--- config.mk ---
export PLATFORM = sky130hd
export DESIGN_NAME = pulse_mod_counter_flat
export DESIGN_NICKNAME = d
export VERILOG_FILES = /design/src/rtl/pulse_mod_counter_if.sv /design/src/rtl/pulse_mod_counter.sv /design/src/flat_wrapper.sv
export SDC_FILE = /design/constraint.sdc
export NUM_CORES = 1
export LEC_CHECK = 0
export CAP_MARGIN = 20
export CORE_AREA = 5 5 42 44
export CTS_CLUSTER_SIZE = 24
export DETAILED_ROUTE_END_ITERATION = 8
export DIE_AREA = 0 0 47 49
export DONT_BUFFER_PORTS = 1
export PLACE_DENSITY = 0.51
export SETUP_SLACK_MARGIN = 0.1
export SYNTH_ARGS = -nofsm -noshare
export SYNTH_HDL_FRONTEND = slang
export SYNTH_SLANG_ARGS = --single-unit
export TNS_END_PERCENT = 20
--- constraint.sdc ---
create_clock -name clk -period 3.1 [get_ports clk]
set_input_delay 0.62 -clock clk [delete_from_list [all_inputs] [get_ports clk]]
set_output_delay 0.62 -clock clk [all_outputs]
set_load 0.05 [all_outputs]
--- src/rtl/pulse_mod_counter_if.sv ---
// Event inputs and LED outputs of pulse_mod_counter, grouped as one bundle.
// The master drives the switch events; the slave (counter) drives y/z/wrap.
interface pulse_mod_counter_if #(
  parameter int W = 2
);
  logic         x1;
  logic         x2;
  logic         x3;
  logic [W-1:0] y;
  logic         z;
  logic         wrap;

  modport master (output x1, x2, x3, input y, z, wrap);
  modport slave  (input x1, x2, x3, output y, z, wrap);
endinterface

--- src/rtl/pulse_mod_counter.sv ---
// Modulo-MOD up/down pulse counter driven by switch rising edges, with clear.
// Optional debounce filter enabled by defining PULSE_MOD_COUNTER_DEBOUNCE_EN.
module pulse_mod_counter #(
  parameter int MOD       = 4,
  parameter int W         = 2,
  parameter int Z_STATE   = 1,
  parameter int DB_CYCLES = 16
) (
  input  logic               clk,
  input  logic               rd,
  pulse_mod_counter_if.slave bus
);

  generate
    if (MOD < 2 || (W < 63 && (longint'(1) << W) < longint'(MOD)) ||
        Z_STATE < 0 || Z_STATE >= MOD || DB_CYCLES < 1) begin : g_bad_param
      $error("pulse_mod_counter: illegal MOD/W/Z_STATE/DB_CYCLES combination");
    end
  endgenerate

  localparam logic [W-1:0] MAXV = W'(MOD - 1);
  localparam logic [W-1:0] ZV   = W'(Z_STATE);

  logic [2:0] xs;
  logic [2:0] s1_q, s2_q, s3_q;
  logic [2:0] lvl;
  logic [2:0] ev;

  assign xs = {bus.x3, bus.x2, bus.x1};

  // Synchroniser; all stages reset high so a level held through reset is not an edge.
  always_ff @(posedge clk) begin
    if (!rd) begin
      s1_q <= '1;
      s2_q <= '1;
      s3_q <= '1;
    end else begin
      s1_q <= xs;
      s2_q <= s1_q;
      s3_q <= lvl;
    end
  end

`ifdef PULSE_MOD_COUNTER_DEBOUNCE_EN
  localparam int CW = $clog2(DB_CYCLES + 1);
  localparam logic [CW-1:0] CNT_LAST = CW'(DB_CYCLES - 1);

  logic [CW-1:0] cnt_q [3];
  logic [CW-1:0] cnt_d [3];
  logic [2:0]    stab_q, stab_d;

  // Stable level flips only after DB_CYCLES consecutive mismatching samples.
  always_comb begin
    stab_d = stab_q;
    for (int i = 0; i < 3; i++) begin
      cnt_d[i] = '0;
      if (s2_q[i] != stab_q[i]) begin
        if (cnt_q[i] == CNT_LAST) stab_d[i] = ~stab_q[i];
        else                      cnt_d[i]  = cnt_q[i] + CW'(1);
      end
    end
  end

  always_ff @(posedge clk) begin
    if (!rd) begin
      stab_q <= '1;
      for (int i = 0; i < 3; i++) cnt_q[i] <= '0;
    end else begin
      stab_q <= stab_d;
      for (int i = 0; i < 3; i++) cnt_q[i] <= cnt_d[i];
    end
  end

  assign lvl = stab_q;
`else
  assign lvl = s2_q;
`endif

  assign ev = lvl & ~s3_q;

  logic [W-1:0] y_q, y_d;
  logic         wrap_q, wrap_d;

  // Clear beats counting; simultaneous up and down cancel out.
  always_comb begin
    y_d    = y_q;
    wrap_d = 1'b0;
    if (ev[2]) begin
      y_d = '0;
    end else if (ev[0] && !ev[1]) begin
      if (y_q == MAXV) begin
        y_d    = '0;
        wrap_d = 1'b1;
      end else begin
        y_d = y_q + W'(1);
      end
    end else if (ev[1] && !ev[0]) begin
      if (y_q == '0) begin
        y_d    = MAXV;
        wrap_d = 1'b1;
      end else begin
        y_d = y_q - W'(1);
      end
    end
  end

  always_ff @(posedge clk) begin
    if (!rd) begin
      y_q    <= '0;
      wrap_q <= 1'b0;
    end else begin
      y_q    <= y_d;
      wrap_q <= wrap_d;
    end
  end

  assign bus.y    = y_q;
  assign bus.wrap = wrap_q;
  assign bus.z    = (y_q == ZV);

endmodule

--- src/flat_wrapper.sv ---
// flat-port wrapper written by rule: the top's interface ports become plain ports
module pulse_mod_counter_flat 
#(
  parameter int MOD       = 4,
  parameter int W         = 2,
  parameter int Z_STATE   = 1,
  parameter int DB_CYCLES = 16
)
  (clk, rd, bus_x1, bus_x2, bus_x3, bus_y, bus_z, bus_wrap);
  pulse_mod_counter_if #(.W(W)) bus_i ();
  input  logic clk;
  input  logic rd;
  input wire logic [$bits(bus_i.x1)-1:0] bus_x1;
  input wire logic [$bits(bus_i.x2)-1:0] bus_x2;
  input wire logic [$bits(bus_i.x3)-1:0] bus_x3;
  output wire logic [$bits(bus_i.y)-1:0] bus_y;
  output wire logic [$bits(bus_i.z)-1:0] bus_z;
  output wire logic [$bits(bus_i.wrap)-1:0] bus_wrap;
  assign bus_i.x1 = bus_x1;
  assign bus_i.x2 = bus_x2;
  assign bus_i.x3 = bus_x3;
  assign bus_y = bus_i.y;
  assign bus_z = bus_i.z;
  assign bus_wrap = bus_i.wrap;
  pulse_mod_counter #(.MOD(MOD), .W(W), .Z_STATE(Z_STATE), .DB_CYCLES(DB_CYCLES)) u_core (.clk(clk), .rd(rd), .bus(bus_i));
endmodule
# ---- Word level (Yosys, flattened, before mapping)
# Cells that the tools add are included.
dict set report word_totals {
  regBits 12
  wordCells 27
  input_bits 5
}
dict set report op_classes {
  n_mux 8
  reduce_logical 7
  add_sub_neg 2
  bitwise_logic 3
  eq_ne 2
}
# op n
set ops {}
lappend ops {{2-bit two-way mux} 4}
lappend ops {{1-bit two-way mux} 4}
lappend ops {{3-bit bitwise AND} 1}
lappend ops {{3-bit NOT} 1}
lappend ops {{2-bit by 1-bit adder with 2-bit output (second input constant)} 1}
lappend ops {{2-bit by 1-bit equality test with 1-bit output (second input constant)} 1}
lappend ops {{2-bit equality test (second input constant)} 1}
lappend ops {{1-bit logical AND} 2}
lappend ops {{1-bit logical NOT} 2}
lappend ops {{2-bit logical NOT} 1}
lappend ops {{2-bit nonzero test} 1}
lappend ops {{2-bit OR reduction} 1}
lappend ops {{2-bit by 1-bit subtractor with 2-bit output (second input constant)} 1}
lappend ops {{1-bit NOT} 1}

# ---- Logic depth before layout (Yosys ltp)
# Gate-level depths: netlist of run 1.
dict set report logic_depth {
  word_depth 6
  ltp_mapped 6
  depth_no_buf 6
}

# ---- Worst setup path after synthesis of run 1
# No wires, ideal clock.
dict set report synth_path {
  path_kind {reg-to-output}
  from {register u_core.y_q[0] (netlist: u_core.bus.y[0])}
  to {output bus_z}
  path_stages_with_launch 2
  setup_slack_ps 1265
  arrival_time_ps 1215
  required_time_ps 2480
  cell_sequence {dfxtp_1 ha_1}
}
dict set report synth_via {
  elab_chain_cells 1
}
# element line
set synth_rtl {}
lappend synth_rtl {{from (decl)} pulse_mod_counter.sv:81} ;# logic [W-1:0] y_q, y_d;
lappend synth_rtl {{from (signal assigned)} pulse_mod_counter.sv:112} ;# y_q <= y_d;
lappend synth_rtl {{2-bit by 1-bit equality test with 1-bit output} pulse_mod_counter.sv:119} ;# assign bus.z = (y_q == ZV);
lappend synth_rtl {{to (decl)} flat_wrapper.sv:17} ;# output wire logic [$bits(bus_i.z)-1:0] bus_z;
# No other way between the ends.

# ---- Worst setup path after layout of run 1
# Ends and elaborated chain as after synthesis.

==> impl_metrics.py, run 1 <==
metrics = {
    "status": {
        "status": "finished, final reports clean",
    },
    "critical_path": {
        "critPathRequiredTime_ns": 2.48,
        "cp_top_family": "flip-flops",
        "critical_path_class": "reg2out",
        "critPathCapture": "bus_z",
        "cp.arrival_ns": 1.54,
        "worstReg2RegStart": "u_core.bus.y[0]",
        "cpPeakStageDelay_ns": 0.70,
        "end_kind": "primary output",
        "crit_cells": 1,
        "crit_path_max_fanout": 5,
        "critPathBufInv": 0,
        "worstPathCellList": "ha_1",
        "worst_r2r_path_depth": 5,
        "critPathSlowestCell": "dfxtp_1",
        "worstReg2RegEnd": "u_core.bus.y[1]",
        "setup.worst_path.start": "u_core.bus.y[0]",
        "reg2reg_slack_ns": 1.47,
        "critPathLaunchType": "flop",
    },
    "floorplanning": {
        "pin_count": 9,
        "die_y_um": 49,
        "core_um2": 1401,
        "die_area_um2": 2303,
        "initial_core_util_pct": 32.86,
        "num_rows": 14,
        "die_w_um": 47,
    },
    "yosys": {
        "async_flop_share_pct": 0,
        "ys_seq_elements": 12,
        "yosysUniqueCellTypes": 14,
        "synth_top_area_cell": "dfxtp_1",
        "yosys.cell_count.top_type": "dfxtp_1",
        "synth_area_um2": 460.4,
        "synth.area.top_cells": "dfxtp_1, ha_1, or2b_1, inv_1, nand2b_1",
        "yosysWarnings": 0,
        "syn_area_per_cell_um2": 10.46,
        "netlist_instances": 44,
        "ys.flop_type": "dfxtp_1",
        "mappedNetlistNets": 54,
        "ys_top_cells_by_count": "dfxtp_1, or2b_1, ha_1, inv_1, nand2b_1",
        "synth_enable_flop_cells": 0,
        "yosysTopAreaCellShare_pct": 52.17,
        "synth-seq-area-share_pct": 52.17,
    },
    "routing": {
        "wl_per_cell_um": 11.41,
        "remaining_drc_errors": 0,
        "drtAntennaViolNets": 0,
        "wl_um": 719,
        "dr.pass1.iters": 3,
        "vias": 286,
        "vias_per_cell": 4.540,
        "drt_iter0_markers": 3,
    },
    "cts": {
        "cts_setup_buffers": 0,
        "cts_root_buffer": "clkbuf_4",
        "cts_buffer_depth": 2,
        "numClockSinks": 12,
        "holdBufCountCts": 0,
        "htreeDepth": 1,
        "cts_buffers": 3,
        "insertion_delay_ns": 0.26,
        "cts_resized": 0,
        "path_clk_slew_ns": 0.07,
        "tritoncts": "done",
    },
    "power": {
        "power_switching_share_pct": 23.80,
        "clkPwrFrac_pct": 32.1,
        "p_per_area_nw_per_um2": 561.7,
        "p_int_w": 0.0002153,
        "leakage_nw": 0.2303,
        "p_sw_w": 0.00006725,
        "pwr-share-seq_pct": 60.2,
        "combPwrFrac_pct": 7.7,
        "irDropWorstVdd_mv": 0.2108,
    },
    "global_route": {
        "grt_pass1_wl_mm": 1.304,
        "grt_pass1_vias": 329,
        "grt.met3_usage_pct": 5.535,
        "antenna_found_initial": 0,
        "met2_usage_pct": 12.67,
        "top_usage_layer": "met2",
        "grt_overflow": 0,
        "grt_start_max_net_pins": 11,
        "grt_use_met1_pct": 6.904,
        "track_usage_pct": 8.699,
    },
    "layout": {
        "nFillCells": 152,
        "seqCellArea_um2": 240.2,
        "n_antenna_cell": 0,
        "utilization_pct": 35.89,
        "fin_nets": 59,
        "syn_to_final_growth_pct": 9.239,
        "multi_input_area_um2": 201.4,
        "drive_gt1_share_pct": 6.383,
    },
    "timing": {
        "setup_ws_ns": 0.9394,
        "setup_viol": 0,
        "fin_crit_sh_pct": 69.70,
        "period_minus_slack_ns": 2.161,
        "max_freq_mhz": 462.8,
        "fin_tns_setup_ns": 0,
        "hold_violations": 0,
        "drv_slew": 0,
        "slew_headroom_pct": 60.19,
        "rsz0062_at_grt": "false",
        "worst_slew_pin_slew_ns": 0.5963,
        "finalClockSkew_ns": 0.005817,
    },
    "placed_design": {
        "place_ws_ns": 1.215,
        "dp_hpwl_um": 555.3,
        "portBuffers": 0,
        "gp_congestion": 0.7297,
    },
    "worst_hold_path": {
        "worstHoldPathType": "reg2reg",
    },
    "run": {
        "drv_cap": 0,
    },
}
==> how the worst min path moves through the flow <==
stage,from,end,cells past startpoint
5_1_grt,rd,u_core.s1_q[1],1
3_5_place_dp,u_core.s1_q[0],u_core.lvl[0],1
2_1_floorplan,u_core.s1_q[0],u_core.lvl[0],1
6_report,u_core.s1_q[0],u_core.lvl[0],1
3_3_place_gp,u_core.s1_q[1],u_core.lvl[1],1
4_1_cts,rd,u_core.s3_q[2],1
==> metrics by stage <==
stage	cells	hold WS, ns	total power [W]	area [um2]
2_1_floorplan	44	0.3846	0.0001911	460.4
3_3_place_gp	60	0.3869	0.0001929	480.5
3_5_place_dp	60	0.3939	0.0001956	480.5
4_1_cts	63	0.4084	0.0002891	503.0
5_1_grt	63	0.4204	0.0002979	503.0
6_report	63	0.4065	0.0002825	503.0
==> sequential cells by signal, summed over array words and instances (netlist names) <==
name	cells
u_core.lvl	3
u_core.s1_q	3
u_core.s3_q	3
u_core.bus.y	2
u_core.bus.wrap	1
==> cell usage in the layout, fill, tap and decap left out <==
master     n
a21oi_1    2
a22oi_1    1
clkbuf_4   3
dfxtp_1   12
ha_1       5
inv_1      5
mux2i_1    1
nand2_1    2
nand2b_1   3
nor2_1     2
nor2b_1    1
o21ai_0    1
o21ai_1    1
or2b_1     7
xnor2_1    1
==> per-layer routing <==
| layer | share of wire, % | wire, um | vias up |
|---|---|---|---|
| li1 | - | - | 142 |
| met1 | 35 | 254 | 129 |
| met2 | 50 | 360 | 11 |
| met3 | 11 | 78 | 4 |
| met4 | 3.6 | 26 | 0 |
| met5 | 0 | 0 | - |
==> cell families after synthesis <==
group                    Yosys count  share of synthesized area [%]
AO/OA/AOI/OAI                      5                          5.977
XOR/XNOR                           1                          1.903
adder cells (fa/ha/maj)            5                          13.59
buffers and inverters              5                          4.077
flip-flops                        12                          52.17
multiplexers                       1                          2.174
AND/OR/NAND/NOR                   15                          20.11
==> power groups by stage <==
stage / clock network [W] / registers [W] / logic, W
2_1_floorplan: 0 / 0.000173 / 0.0000182
3_3_place_gp: 0 / 0.000173 / 0.0000195
3_5_place_dp: 0 / 0.000174 / 0.0000217
4_1_cts: 0.0000971 / 0.000170 / 0.0000218
5_1_grt: 0.000102 / 0.000171 / 0.0000242
6_report: 0.0000907 / 0.000170 / 0.0000217
==> cell type report <==
cell class                 count  share of cell area, %
tap                           16                  3.980
inverter                       5                  3.731
clock buffer                   3                  4.478
multi-input combinational     27                  40.05
sequential                    12                  47.76
Note: power is estimated with default switching activity, not from simulation.
==> run 2, diff against run 1 <==
- clock period: 3.1 -> 2 ns (I/O delays scaled with it)
==> run 2 against run 1 <==
Effect of this change: die area unchanged; first-iteration DRC count decreased by 33%; global-route usage decreased by 1.1 points; core utilization increased by 1.6 points; worst setup slack got worse by 0.36 ns; critical path type unchanged; largest power group unchanged.
==> impl_metrics.py, run 2 (synthesized netlist as in run 1, its figures left out) <==
metrics = {
    "routing": {
        "wl_um": 643,
        "drtAntennaViolNets": 0,
        "dr.pass1.iters": 3,
        "drt_iter0_markers": 2,
        "vias": 288,
        "vias_per_cell": 4.364,
        "remaining_drc_errors": 0,
        "wl_per_cell_um": 9.742,
    },
    "layout": {
        "seqCellArea_um2": 240.2,
        "multi_input_area_um2": 201.4,
        "nFillCells": 145,
        "drive_gt1_share_pct": 12.00,
        "syn_to_final_growth_pct": 14.13,
        "final_cell_mix": "dfxtp_1, or2b_1, inv_1, ha_1",
        "layout_commonest_cell": "dfxtp_1",
        "fin_nets": 62,
        "n_antenna_cell": 0,
        "final_cells": 66,
    },
    "floorplanning": {
        "initial_core_util_pct": 32.86,
        "num_rows": 14,
        "die_w_um": 47,
        "die_y_um": 49,
        "pin_count": 9,
        "die_area_um2": 2303,
        "core_um2": 1401,
    },
    "worst_hold_path": {
        "min-delay-start": "rd",
        "whs_endpoint": "u_core.s3_q[2]",
        "worstHoldPathType": "in2reg",
        "min_path_cells": 1,
    },
    "status": {
        "status": "finished, final reports clean",
    },
    "cts": {
        "tritoncts": "done",
        "cts_buffers": 3,
        "holdBufCountCts": 0,
        "cts_resized": 0,
        "cts_buffer_depth": 2,
        "cts_root_buffer": "clkbuf_4",
        "path_clk_slew_ns": 0.06,
        "htreeDepth": 1,
        "insertion_delay_ns": 0.26,
        "numClockSinks": 12,
        "cts_setup_buffers": 0,
    },
    "critical_path": {
        "worstReg2RegEnd": "u_core.bus.y[1]",
        "critPathSlowestCell": "dfxtp_1",
        "critical_path_class": "reg2out",
        "cp_top_family": "flip-flops",
        "critPathLaunchType": "flop",
        "worstPathCellList": "ha_1, buf_4",
        "crit_path_max_fanout": 5,
        "worstReg2RegStart": "u_core.bus.y[0]",
        "critPathRequiredTime_ns": 1.60,
        "end_kind": "primary output",
        "cp.arrival_ns": 1.02,
        "worst_r2r_path_depth": 5,
        "reg2reg_slack_ns": 0.77,
        "cpPeakStageDelay_ns": 0.39,
        "critPathBufInv": 1,
    },
    "timing": {
        "finalClockSkew_ns": 0.001257,
        "drv_slew": 0,
        "hold_violations": 0,
        "worst_slew_pin_slew_ns": 0.4778,
        "slew_headroom_pct": 68.10,
        "fin_tns_setup_ns": 0,
        "period_minus_slack_ns": 1.416,
        "setup_viol": 0,
        "rsz0062_at_grt": "false",
        "fin_crit_sh_pct": 70.79,
        "holdWs_ns": 0.2077,
        "max_freq_mhz": 706.3,
    },
    "placed_design": {
        "placedCellCount": 63,
        "gp_congestion": 0.7419,
        "portBuffers": 0,
    },
    "run": {
        "drv_cap": 0,
    },
    "power": {
        "leakage_nw": 0.2464,
        "irDropWorstVdd_mv": 0.3381,
        "p_per_area_nw_per_um2": 831.5,
    },
    "global_route": {
        "grt_start_max_net_pins": 11,
        "track_usage_pct": 7.643,
        "antenna_found_initial": 0,
        "grt_overflow": 0,
        "grt_pass1_wl_mm": 1.193,
        "grt_pass1_vias": 309,
    },
}
## run 2: worst reg2reg max path, stage by stage, from the launching register on
cell and delay, ns:
dfxtp_1 0.39, inv_1 0.08, ha_1 0.31, xnor2_1 0.13, mux2i_1 0.16, nor2_1 0.05
## run 2: worst max path at each step
stage                    startpoint         endpoint  slack (ns)  cells after the start
floorplan           u_core.bus.y[0]            bus_z        0.38                      1
global placement     u_core.s3_q[1]  u_core.bus.y[0]        0.86                      4
finish              u_core.bus.y[0]            bus_z        0.58                      2
CTS                 u_core.bus.y[0]            bus_z        0.55                      2
global route        u_core.bus.y[0]            bus_z        0.52                      2
detailed placement   u_core.s3_q[1]  u_core.bus.y[0]        0.77                      5
## run 2: metal layers
layer | GRT usage (%) | wire, um
met3 | 4.428 | 70
met1 | 6.250 | 247
met4 | 9.217 | 24
met5 | 0 | 0
met2 | 10.86 | 300
## run 2: where the power goes
group          internal [W]  switching [W]
clock             0.0000695      0.0000665
combinational     0.0000190      0.0000280
sequential         0.000249     0.00000505
## run 2: final cells by class
cell class	count	share of cell area [%]
inverter	5	3.571
clock buffer	3	4.286
tap	16	3.810
multi-input combinational	27	38.33
timing repair buffer	3	4.286
sequential	12	45.71
## run 2: stage by stage
step	setup slack [ns]	total power [W]	utilization [%]	cell area (um2)
detailed placement	0.7692	0.0003077	35.89	503.0
global placement	0.8648	0.0003038	35.89	503.0
floorplan	0.3848	0.0002962	-	460.4
CTS	0.5541	0.0004479	37.50	525.5
global route	0.5157	0.0004616	37.50	525.5
finish	0.5841	0.0004370	37.50	525.5
==> run 3, diff against run 2 <==
- clock period: 2 -> 1.5 ns (I/O delays scaled with it)
==> run 3 against run 2 <==
Effect of this change: die area unchanged; via count down 0.35%; non-clock buffer count down 1; global-route usage down 0.44 points.
==> impl_metrics.py, run 3 (synthesized netlist as in run 1, its figures left out) <==
metrics = {
    "global_route": {
        "grt_start_max_net_pins": 11,
        "top_usage_layer": "met2",
        "met2_usage_pct": 9.955,
        "grt_pass1_vias": 292,
        "grt_use_met1_pct": 7.317,
        "grt_pass1_wl_mm": 1.159,
        "grt.met3_usage_pct": 2.583,
        "antenna_found_initial": 0,
        "grt_overflow": 0,
        "track_usage_pct": 7.203,
    },
    "floorplanning": {
        "die_area_um2": 2303,
        "core_um2": 1401,
        "initial_core_util_pct": 32.86,
        "die_w_um": 47,
        "die_y_um": 49,
        "num_rows": 14,
        "pin_count": 9,
    },
    "run": {
        "drv_cap": 0,
    },
    "cts": {
        "cts_root_buffer": "clkbuf_4",
        "tritoncts": "done",
        "cts_buffers": 3,
        "cts_setup_buffers": 0,
        "htreeDepth": 1,
        "path_clk_slew_ns": 0.07,
        "insertion_delay_ns": 0.26,
        "holdBufCountCts": 0,
        "numClockSinks": 12,
        "cts_buffer_depth": 2,
        "cts_resized": 0,
    },
    "placed_design": {
        "dp_hpwl_um": 501.7,
        "portBuffers": 0,
        "gp_congestion": 0.7751,
        "placed_cell_area_um2": 500.5,
    },
    "power": {
        "clkPwrFrac_pct": 31.3,
        "pwr-share-seq_pct": 58.3,
        "irDropWorstVdd_mv": 0.4494,
        "p_sw_w": 0.0001343,
        "leakage_nw": 0.2407,
        "p_per_area_nw_per_um2": 1117,
        "p_int_w": 0.0004501,
        "power_switching_share_pct": 22.98,
        "combPwrFrac_pct": 10.4,
    },
    "critical_path": {
        "cpPeakStageDelay_ns": 0.34,
        "cp.arrival_ns": 1.01,
        "setup.worst_path.start": "u_core.bus.y[1]",
        "worstPathCellList": "inv_1, ha_2",
        "crit_path_max_fanout": 4,
        "critPathBufInv": 1,
        "critPathRequiredTime_ns": 1.20,
        "critPathSlowestCell": "dfxtp_2",
        "worstReg2RegStart": "u_core.s3_q[1]",
        "cp_top_family": "flip-flops",
        "critPathLaunchType": "flop",
        "end_kind": "primary output",
        "critical_path_class": "reg2out",
    },
    "timing": {
        "worst_slew_pin_slew_ns": 0.4796,
        "drv_slew": 0,
        "max_freq_mhz": 760.8,
        "fin_crit_sh_pct": 87.63,
        "hold_violations": 0,
        "slew_headroom_pct": 67.98,
        "period_minus_slack_ns": 1.314,
        "finalClockSkew_ns": 0.001664,
        "rsz0062_at_grt": "false",
        "setup_viol": 0,
        "fin_tns_setup_ns": 0,
    },
    "layout": {
        "multi_input_area_um2": 203.9,
        "drive_gt1_share_pct": 16.33,
        "layout_commonest_cell": "dfxtp_1",
        "finalInstanceArea_um2": 523.0,
        "utilization_pct": 37.32,
        "fin_nets": 61,
        "n_antenna_cell": 0,
        "nFillCells": 136,
        "seqCellArea_um2": 242.7,
        "final_cell_mix": "dfxtp_1, or2b_1, inv_1",
        "syn_to_final_growth_pct": 13.59,
    },
    "routing": {
        "wl_um": 651,
        "vias_per_cell": 4.415,
        "vias": 287,
        "dr.pass1.iters": 1,
        "wl_per_cell_um": 10.02,
        "remaining_drc_errors": 0,
        "drt_iter0_markers": 0,
        "drtAntennaViolNets": 0,
    },
    "worst_hold_path": {
        "min-delay-start": "rd",
        "worstHoldPathType": "in2reg",
    },
    "status": {
        "status": "finished, final reports clean",
    },
}
[run 3: cell types whose count changed in the layout (fill, tap and decap cells not counted)]
cell | before | now
ha_2 | 0 | 1
ha_1 | 5 | 4
dfxtp_1 | 12 | 10
dfxtp_2 | 0 | 2
buf_4 | 3 | 2
[run 3: final cells by class]
class                           count  share of cell area, %
Tap cell                           16                  3.828
Clock buffer                        3                  4.306
Timing Repair Buffer                2                  2.871
Inverter                            5                  3.589
Multi-Input combinational cell     27                  39.00
Sequential cell                    12                  46.41
[run 3: power groups by stage]
stage,Clock [W],Sequential (W),Combinational [W]
after global routing,0.000208,0.000343,0.0000663
after global placement,0,0.000347,0.0000585
final,0.000183,0.000341,0.0000607
after detailed placement,0,0.000348,0.0000609
after floorplan,0,0.000358,0.0000383
after CTS,0.000196,0.000341,0.0000612
[run 3: worst paths after layout]
| kind | slack (ns) | cells past startpoint | end |
|---|---|---|---|
| max | 0.19 | 2 | bus_z |
| min | 0.11 | 1 | u_core.s3_q[2] |
| max reg2reg | 0.29 | 5 | u_core.bus.y[0] |
| min reg2reg | 0.41 | 1 | u_core.lvl[1] |
[run 3: per-layer routing]
metal / wire, um / up-vias
met5: 0 / -
met4: 8 / 0
met1: 259 / 128
met2: 323 / 8
li1: - / 149
met3: 60 / 2
[run 3: metrics by stage]
step	hold WS [ns]	instances	worst slack, ns	power [W]
floorplan	0.3687	44	0.2046	0.0003964
global placement	0.3734	62	0.3674	0.0004058
detailed placement	0.3794	62	0.2841	0.0004090
CTS	0.09935	65	0.1668	0.0005976
global route	0.09538	65	0.1097	0.0006169
finish	0.1076	65	0.1855	0.0005844
